**src/rtl/uart_pkg.sv**
```systemverilog
// Shared types and sizing helpers for the uart_rx_tx transceiver.
// Both FSMs and the bit timer size themselves from these functions.
package uart_pkg;

  typedef enum logic [1:0] {
    IDLE  = 2'd0,
    START = 2'd1,
    DATA  = 2'd2,
    STOP  = 2'd3
  } uart_state_t;

  // Clock cycles per serial bit; integer division truncates.
  function automatic int calc_cpb(input int clk_hz, input int bit_rate);
    return clk_hz / bit_rate;
  endfunction

  function automatic int bit_cnt_width(input int payload_bits);
    return $clog2(payload_bits + 1);
  endfunction

  function automatic int cyc_cnt_width(input int cpb);
    return $clog2(cpb + 1);
  endfunction

endpackage

```
**src/rtl/uart_rx_tx_if.sv**
```systemverilog
// Serial pins and system-side byte handshakes of the uart_rx_tx transceiver.
// slave is the transceiver side, master the pin/system side driving it.
interface uart_rx_tx_if #(
  parameter int PAYLOAD_BITS = 8
);

  logic                    uart_rxd;
  logic                    uart_rx_en;
  logic                    uart_rx_break;
  logic                    uart_rx_valid;
  logic [PAYLOAD_BITS-1:0] uart_rx_data;
  logic                    uart_txd;
  logic                    uart_tx_en;
  logic                    uart_tx_busy;
  logic [PAYLOAD_BITS-1:0] uart_tx_data;

  modport slave (
    input  uart_rxd,
    input  uart_rx_en,
    output uart_rx_break,
    output uart_rx_valid,
    output uart_rx_data,
    output uart_txd,
    input  uart_tx_en,
    output uart_tx_busy,
    input  uart_tx_data
  );

  modport master (
    output uart_rxd,
    output uart_rx_en,
    input  uart_rx_break,
    input  uart_rx_valid,
    input  uart_rx_data,
    input  uart_txd,
    output uart_tx_en,
    input  uart_tx_busy,
    output uart_tx_data
  );

endinterface

```
**src/rtl/uart_bit_timer.sv**
```systemverilog
// Free-running CPB-period counter. expire is high during the last cycle of each
// bit period; clear restarts a full period, load_half restarts a half period.
module uart_bit_timer
  import uart_pkg::*;
#(
  parameter int CPB = 2604
) (
  input  logic clk,
  input  logic resetn,
  input  logic clear,
  input  logic load_half,
  output logic expire
);

  localparam int CW = cyc_cnt_width(CPB);
  localparam logic [CW-1:0] LAST       = CW'(CPB - 1);
  // Starting here leaves exactly CPB/2 cycles until expire.
  localparam logic [CW-1:0] HALF_START = CW'(CPB - CPB / 2);

  logic [CW-1:0] cnt_reg;
  logic [CW-1:0] cnt_next;

  assign expire = (cnt_reg == LAST);

  always_comb begin
    cnt_next = cnt_reg + 1'b1;
    if (load_half) begin
      cnt_next = HALF_START;
    end else if (clear || expire) begin
      cnt_next = '0;
    end
  end

  always_ff @(posedge clk or negedge resetn) begin
    if (!resetn) begin
      cnt_reg <= '0;
    end else begin
      cnt_reg <= cnt_next;
    end
  end

endmodule

```
**src/rtl/uart_rx_tx.sv**
```systemverilog
// Full-duplex 8N1 UART: independent receiver and transmitter sharing clock,
// reset and bit-rate configuration. Each direction owns one uart_bit_timer.
module uart_rx_tx
  import uart_pkg::*;
#(
  parameter int CLK_HZ       = 25_000_000,
  parameter int BIT_RATE     = 9600,
  parameter int PAYLOAD_BITS = 8
) (
  input  logic        clk,
  input  logic        resetn,
  uart_rx_tx_if.slave bus
);

  localparam int CPB = calc_cpb(CLK_HZ, BIT_RATE);
  localparam int BW  = bit_cnt_width(PAYLOAD_BITS);
  localparam logic [BW-1:0] LAST_BIT = BW'(PAYLOAD_BITS - 1);

  // ---------------- receiver ----------------
  logic                    rxd_meta_reg;
  logic                    rxd_sync_reg;
  uart_state_t             rx_state_reg, rx_state_next;
  logic [BW-1:0]           rx_bit_reg, rx_bit_next;
  logic [PAYLOAD_BITS-1:0] rx_shift_reg, rx_shift_next;
  logic [PAYLOAD_BITS-1:0] rx_data_reg, rx_data_next;
  logic                    rx_valid_reg, rx_valid_next;
  logic                    rx_break_reg, rx_break_next;
  logic                    rx_wait_high_reg, rx_wait_high_next;
  logic                    rx_clear;
  logic                    rx_load_half;
  logic                    rx_expire;

  always_ff @(posedge clk or negedge resetn) begin
    if (!resetn) begin
      rxd_meta_reg <= 1'b1;
      rxd_sync_reg <= 1'b1;
    end else begin
      rxd_meta_reg <= bus.uart_rxd;
      rxd_sync_reg <= rxd_meta_reg;
    end
  end

  uart_bit_timer #(
    .CPB (CPB)
  ) u_rx_timer (
    .clk       (clk),
    .resetn    (resetn),
    .clear     (rx_clear),
    .load_half (rx_load_half),
    .expire    (rx_expire)
  );

  always_comb begin
    rx_state_next     = rx_state_reg;
    rx_bit_next       = rx_bit_reg;
    rx_shift_next     = rx_shift_reg;
    rx_data_next      = rx_data_reg;
    rx_valid_next     = 1'b0;
    rx_break_next     = 1'b0;
    rx_wait_high_next = rx_wait_high_reg;
    rx_clear          = 1'b0;
    rx_load_half      = 1'b0;

    if (!bus.uart_rx_en) begin
      rx_state_next     = IDLE;
      rx_wait_high_next = 1'b0;
      rx_clear          = 1'b1;
    end else begin
      case (rx_state_reg)
        IDLE: begin
          if (!rxd_sync_reg) begin
            rx_state_next = START;
            rx_load_half  = 1'b1;
          end else begin
            rx_clear = 1'b1;
          end
        end
        START: begin
          // Mid start bit: a line already back high was only a glitch.
          if (rx_expire) begin
            if (rxd_sync_reg) begin
              rx_state_next = IDLE;
            end else begin
              rx_state_next = DATA;
              rx_bit_next   = '0;
            end
          end
        end
        DATA: begin
          if (rx_expire) begin
            rx_shift_next = {rxd_sync_reg, rx_shift_reg[PAYLOAD_BITS-1:1]};
            rx_bit_next   = rx_bit_reg + 1'b1;
            if (rx_bit_reg == LAST_BIT) begin
              rx_state_next = STOP;
            end
          end
        end
        STOP: begin
          if (rx_wait_high_reg) begin
            if (rxd_sync_reg) begin
              rx_state_next     = IDLE;
              rx_wait_high_next = 1'b0;
            end
          end else if (rx_expire) begin
            if (rxd_sync_reg) begin
              rx_data_next  = rx_shift_reg;
              rx_valid_next = 1'b1;
              rx_state_next = IDLE;
            end else begin
              // Low stop bit: all-zero payload is a BREAK, anything else is dropped.
              rx_break_next     = (rx_shift_reg == '0);
              rx_wait_high_next = 1'b1;
            end
          end
        end
        default: rx_state_next = IDLE;
      endcase
    end
  end

  always_ff @(posedge clk or negedge resetn) begin
    if (!resetn) begin
      rx_state_reg     <= IDLE;
      rx_bit_reg       <= '0;
      rx_shift_reg     <= '0;
      rx_data_reg      <= '0;
      rx_valid_reg     <= 1'b0;
      rx_break_reg     <= 1'b0;
      rx_wait_high_reg <= 1'b0;
    end else begin
      rx_state_reg     <= rx_state_next;
      rx_bit_reg       <= rx_bit_next;
      rx_shift_reg     <= rx_shift_next;
      rx_data_reg      <= rx_data_next;
      rx_valid_reg     <= rx_valid_next;
      rx_break_reg     <= rx_break_next;
      rx_wait_high_reg <= rx_wait_high_next;
    end
  end

  assign bus.uart_rx_valid = rx_valid_reg;
  assign bus.uart_rx_break = rx_break_reg;
  assign bus.uart_rx_data  = rx_data_reg;

  // ---------------- transmitter ----------------
  uart_state_t             tx_state_reg, tx_state_next;
  logic [BW-1:0]           tx_bit_reg, tx_bit_next;
  logic [PAYLOAD_BITS-1:0] tx_shift_reg, tx_shift_next;
  logic                    txd_reg, txd_next;
  logic                    tx_clear;
  logic                    tx_expire;

  uart_bit_timer #(
    .CPB (CPB)
  ) u_tx_timer (
    .clk       (clk),
    .resetn    (resetn),
    .clear     (tx_clear),
    .load_half (1'b0),
    .expire    (tx_expire)
  );

  always_comb begin
    tx_state_next = tx_state_reg;
    tx_bit_next   = tx_bit_reg;
    tx_shift_next = tx_shift_reg;
    txd_next      = txd_reg;
    tx_clear      = 1'b0;

    case (tx_state_reg)
      IDLE: begin
        // Holding the timer clear here aligns the start bit to the accept edge.
        tx_clear = 1'b1;
        txd_next = 1'b1;
        if (bus.uart_tx_en) begin
          tx_state_next = START;
          tx_shift_next = bus.uart_tx_data;
          txd_next      = 1'b0;
        end
      end
      START: begin
        if (tx_expire) begin
          tx_state_next = DATA;
          txd_next      = tx_shift_reg[0];
          tx_shift_next = tx_shift_reg >> 1;
          tx_bit_next   = '0;
        end
      end
      DATA: begin
        if (tx_expire) begin
          if (tx_bit_reg == LAST_BIT) begin
            tx_state_next = STOP;
            txd_next      = 1'b1;
          end else begin
            txd_next      = tx_shift_reg[0];
            tx_shift_next = tx_shift_reg >> 1;
            tx_bit_next   = tx_bit_reg + 1'b1;
          end
        end
      end
      STOP: begin
        if (tx_expire) begin
          tx_state_next = IDLE;
        end
      end
      default: tx_state_next = IDLE;
    endcase
  end

  always_ff @(posedge clk or negedge resetn) begin
    if (!resetn) begin
      tx_state_reg <= IDLE;
      tx_bit_reg   <= '0;
      tx_shift_reg <= '0;
      txd_reg      <= 1'b1;
    end else begin
      tx_state_reg <= tx_state_next;
      tx_bit_reg   <= tx_bit_next;
      tx_shift_reg <= tx_shift_next;
      txd_reg      <= txd_next;
    end
  end

  assign bus.uart_txd     = txd_reg;
  assign bus.uart_tx_busy = (tx_state_reg != IDLE);

endmodule

```
**src/flat_wrapper.sv**
```systemverilog
// flat-port wrapper written by rule: the top's interface ports become plain ports
module uart_rx_tx_flat import uart_pkg::*;
#(
  parameter int CLK_HZ       = 25_000_000,
  parameter int BIT_RATE     = 9600,
  parameter int PAYLOAD_BITS = 8
)
  (clk, resetn, bus_uart_rxd, bus_uart_rx_en, bus_uart_rx_break, bus_uart_rx_valid, bus_uart_rx_data, bus_uart_txd, bus_uart_tx_en, bus_uart_tx_busy, bus_uart_tx_data);
  uart_rx_tx_if #(.PAYLOAD_BITS(PAYLOAD_BITS)) bus_i ();
  input  logic clk;
  input  logic resetn;
  input wire logic [$bits(bus_i.uart_rxd)-1:0] bus_uart_rxd;
  input wire logic [$bits(bus_i.uart_rx_en)-1:0] bus_uart_rx_en;
  output wire logic [$bits(bus_i.uart_rx_break)-1:0] bus_uart_rx_break;
  output wire logic [$bits(bus_i.uart_rx_valid)-1:0] bus_uart_rx_valid;
  output wire logic [$bits(bus_i.uart_rx_data)-1:0] bus_uart_rx_data;
  output wire logic [$bits(bus_i.uart_txd)-1:0] bus_uart_txd;
  input wire logic [$bits(bus_i.uart_tx_en)-1:0] bus_uart_tx_en;
  output wire logic [$bits(bus_i.uart_tx_busy)-1:0] bus_uart_tx_busy;
  input wire logic [$bits(bus_i.uart_tx_data)-1:0] bus_uart_tx_data;
  assign bus_i.uart_rxd = bus_uart_rxd;
  assign bus_i.uart_rx_en = bus_uart_rx_en;
  assign bus_uart_rx_break = bus_i.uart_rx_break;
  assign bus_uart_rx_valid = bus_i.uart_rx_valid;
  assign bus_uart_rx_data = bus_i.uart_rx_data;
  assign bus_uart_txd = bus_i.uart_txd;
  assign bus_i.uart_tx_en = bus_uart_tx_en;
  assign bus_uart_tx_busy = bus_i.uart_tx_busy;
  assign bus_i.uart_tx_data = bus_uart_tx_data;
  uart_rx_tx #(.CLK_HZ(CLK_HZ), .BIT_RATE(BIT_RATE), .PAYLOAD_BITS(PAYLOAD_BITS)) u_core (.clk(clk), .resetn(resetn), .bus(bus_i));
endmodule
```
**config.mk**
```make
export PLATFORM = sky130hd
export DESIGN_NAME = uart_rx_tx_flat
export DESIGN_NICKNAME = d
export VERILOG_FILES = /design/src/rtl/uart_pkg.sv /design/src/rtl/uart_rx_tx_if.sv /design/src/rtl/uart_bit_timer.sv /design/src/rtl/uart_rx_tx.sv /design/src/flat_wrapper.sv
export SDC_FILE = /design/constraint.sdc
export NUM_CORES = 1
export LEC_CHECK = 0
export CAP_MARGIN = 0
export CORE_UTILIZATION = 31
export CTS_CLUSTER_SIZE = 12
export DETAILED_ROUTE_END_ITERATION = 6
export MAX_ROUTING_LAYER = met4
export SYNTH_ARGS = -nofsm -noshare
export SYNTH_HDL_FRONTEND = slang
export SYNTH_SLANG_ARGS = --single-unit
export TNS_END_PERCENT = 50
```
**constraint.sdc**
```tcl
create_clock -name clk -period 5.9 [get_ports clk]
set_clock_uncertainty 0.1 [all_clocks]
set_input_delay 1.77 -clock clk [delete_from_list [all_inputs] [get_ports clk]]
set_output_delay 1.77 -clock clk [all_outputs]
set_load 0.01 [all_outputs]
```
==> reports/metrics.yaml <==
cp.depth: 5
nNetsFinal: 342
first_global_vias: 2254
cts_setup_buffers: 0
gr-usage-all-layers: 0.1229
synthArstFlopShare: 1.000
area_growth_syn_to_layout_pct: 16.95
reg2reg_setup_slack_ns: 3.44
status: "finished, final reports clean"
syn_avg_cell_area_um2: 11.30
yosys_warnings: 0
cp-end-kind: "flop"
drtIter0Drc: 65
routed_via_density: 4.905
grt_overflow: 0
drive_above_1_share: 0.1785
drt-pass1-iter-count: 4
synth_seq_area_share: 0.5017
start_util: 0.3196
finalHoldViolCount: 0
cts_made_buffers: 9
crit_end: "u_core.bus.uart_rx_data[3]$_DFFE_PN0P_"
critPathKind: "in -> reg"
hp-class: "reg -> reg"
clkSinkCount: 66
power_density_nw_per_um2: 225.2
worstMarginPinSlew_ns: 0.7203
wl_per_cell_um: 12.94
port_buffers: 24
grt_pass1_wl_um: 10550
cp_top_family: "buffers and inverters"
synth_top_flop_cell: "dfrtp_1"
die_w_um: 105.2
period_minus_slack_ns: 3.717
ioPinCount: 25
antenna_found_initial: 0
reg2reg_from: "u_core.u_rx_timer.cnt_reg[0]$_DFF_PN0_"
setup_tns_ns: 0
crit_chain: "clkdlybuf4s50_1 -> clkinv_1 -> nor3_2 -> and3_1 -> mux2_4"
final_common_cell: "dfrtp_1"
rsz0062_at_grt: "no"
r2r_end: "u_core.bus.uart_rx_data[3]$_DFFE_PN0P_"
setup.worst_path.start_class: "primary input"
postSynthCellCount: 292
crit_start: "bus_uart_rx_en"
drv_cap: 0
synth_nets: 314
clock-root-buffer: "clkbuf_8"
grt_max_degree: 37
totalPowerFinal_uw: 868.9
synth-seq-cells: 66
final_cell_mix: "dfrtp_1, nor2_1, clkdlybuf4s50_1"
drc: 0
cts_tree: "done"
drt_wl_total_um: 5965
leakage_nw: 1.667
clockBufferDepth: 2
finalCritPeriodShare: 0.6300
htreeDepth: 3
die_height_um: 105.2
diodes: 0
slowest_delay_ns: 0.63
cp_max_fo: 9
die_area_um2: 11060
vias: 2261
cp_data_required_time_ns: 6.01
worst_skew_pair.late_latency_ns: 0.33
coreArea_um2: 10320
ctsHoldBuffers: 0
post-place-cells: 445
synth_edf_count: 0
ant_nets: 0
nFillCells: 1028
cts.clk_slew.worst_paths_ns: 0.07
syn_area_um2: 3299
final_util: 0.3738
ctsResizeCount: 0
max-slew-margin-rel: 0.5198
drv_slew: 0
setup_violations: 0
synth_cell_types: 53
critPathBufInv: 2
final_cell_count_no_fill: 461
worstPathArrival_ns: 3.83
gp_congestion: 0.7927
clock.fmax_mhz: 269.0
r2r.worst_path.cells: 5
vdd_drop_max_v: 0.0001496
critical-path-slowest-cell: "clkdlybuf4s50_1"
hpwlAfterDp_um: 4143
rows: 37
synth_stat cells (all sizes together) (2+ instances only):
library cell,n,area (um2)
a21oi,5,25.02
a31oi,4,25.02
and3,5,32.53
buf,4,35.03
clkbuf,4,15.01
dfrtp,63,1577
dfstp,3,78.83
ha,9,112.6
inv,11,41.29
mux2,32,412.9
mux2i,2,20.02
nand2,10,37.54
nand2b,2,12.51
nand3,21,117.6
nand4,8,50.05
nor2,35,131.4
nor2b,3,18.77
nor3,9,50.05
nor4,3,18.77
nor4b,2,38.78
o211ai,2,28.78
o21ai,10,50.05
o31ai,4,30.03
o41ai,2,17.52
or3,2,12.51
xnor2,15,131.4
xor2,4,35.03
cell families after synthesis:
family / count (synthesis) / synth area share
and+or+nand+nor: 108 / 0.1771
muxes: 34 / 0.1312
xor gates and xnor gates: 19 / 0.05044
buffers and inverters: 20 / 0.02882
adders and majority gates: 9 / 0.03413
AOI/OAI and AO/OA: 36 / 0.07661
DFF: 66 / 0.5017
worst register-to-register path, cell delays in order, from the launching register on:
cell	delay, ns
dfrtp_1	0.43
ha_1	0.31
and4b_1	0.25
and3_1	0.34
and3_1	0.57
mux2_4	0.35
routing by layer:
metal	up-vias	part of all wire	global-route usage
li1	1102	-	-
met4	0	0.0069	0.03320
met3	2	0.030	0.04117
met5	-	0	-
met2	29	0.47	0.1864
met1	1128	0.49	0.1569
area by class of cell:
type	count	area, um2	area share
Clock buffer	12	145.1	0.03761
Clock inverter	4	51.30	0.01329
Inverter	12	45.04	0.01167
Multi-Input combinational cell	206	1549	0.4014
Sequential cell	66	1655	0.4290
Tap cell	136	170.2	0.04410
Timing Repair Buffer	25	242.7	0.06291
worst min path at each step:
stage	from	to	slack, ns	cells past startpoint
finish	u_core.rxd_meta_reg$_DFF_PN1_	u_core.rxd_sync_reg$_DFF_PN1_	0.26	0
global route	u_core.rxd_meta_reg$_DFF_PN1_	u_core.rxd_sync_reg$_DFF_PN1_	0.27	0
CTS	u_core.rxd_meta_reg$_DFF_PN1_	u_core.rxd_sync_reg$_DFF_PN1_	0.26	0
detailed placement	u_core.rxd_meta_reg$_DFF_PN1_	u_core.rxd_sync_reg$_DFF_PN1_	0.25	0
global placement	u_core.rxd_meta_reg$_DFF_PN1_	u_core.rxd_sync_reg$_DFF_PN1_	0.25	0
floorplan	u_core.rxd_meta_reg$_DFF_PN1_	u_core.rxd_sync_reg$_DFF_PN1_	0.25	0
power breakdown:
part	internal (mW)	switching, mW
sequential	0.457	0.00606
clock	0.207	0.170
combinational	0.0120	0.0169
total	0.676	0.193
through the flow:
step	hold slack [ns]	cell area (um2)	setup WS [ns]
after floorplan	0.2452	3299	2.911
after global placement	0.2466	3662	1.860
after detailed placement	0.2494	3662	1.802
after CTS	0.2609	3859	2.167
after global routing	0.2671	3859	2.063
final	0.2590	3859	2.183
No activity file was read; power rests on OpenSTA's default activity.
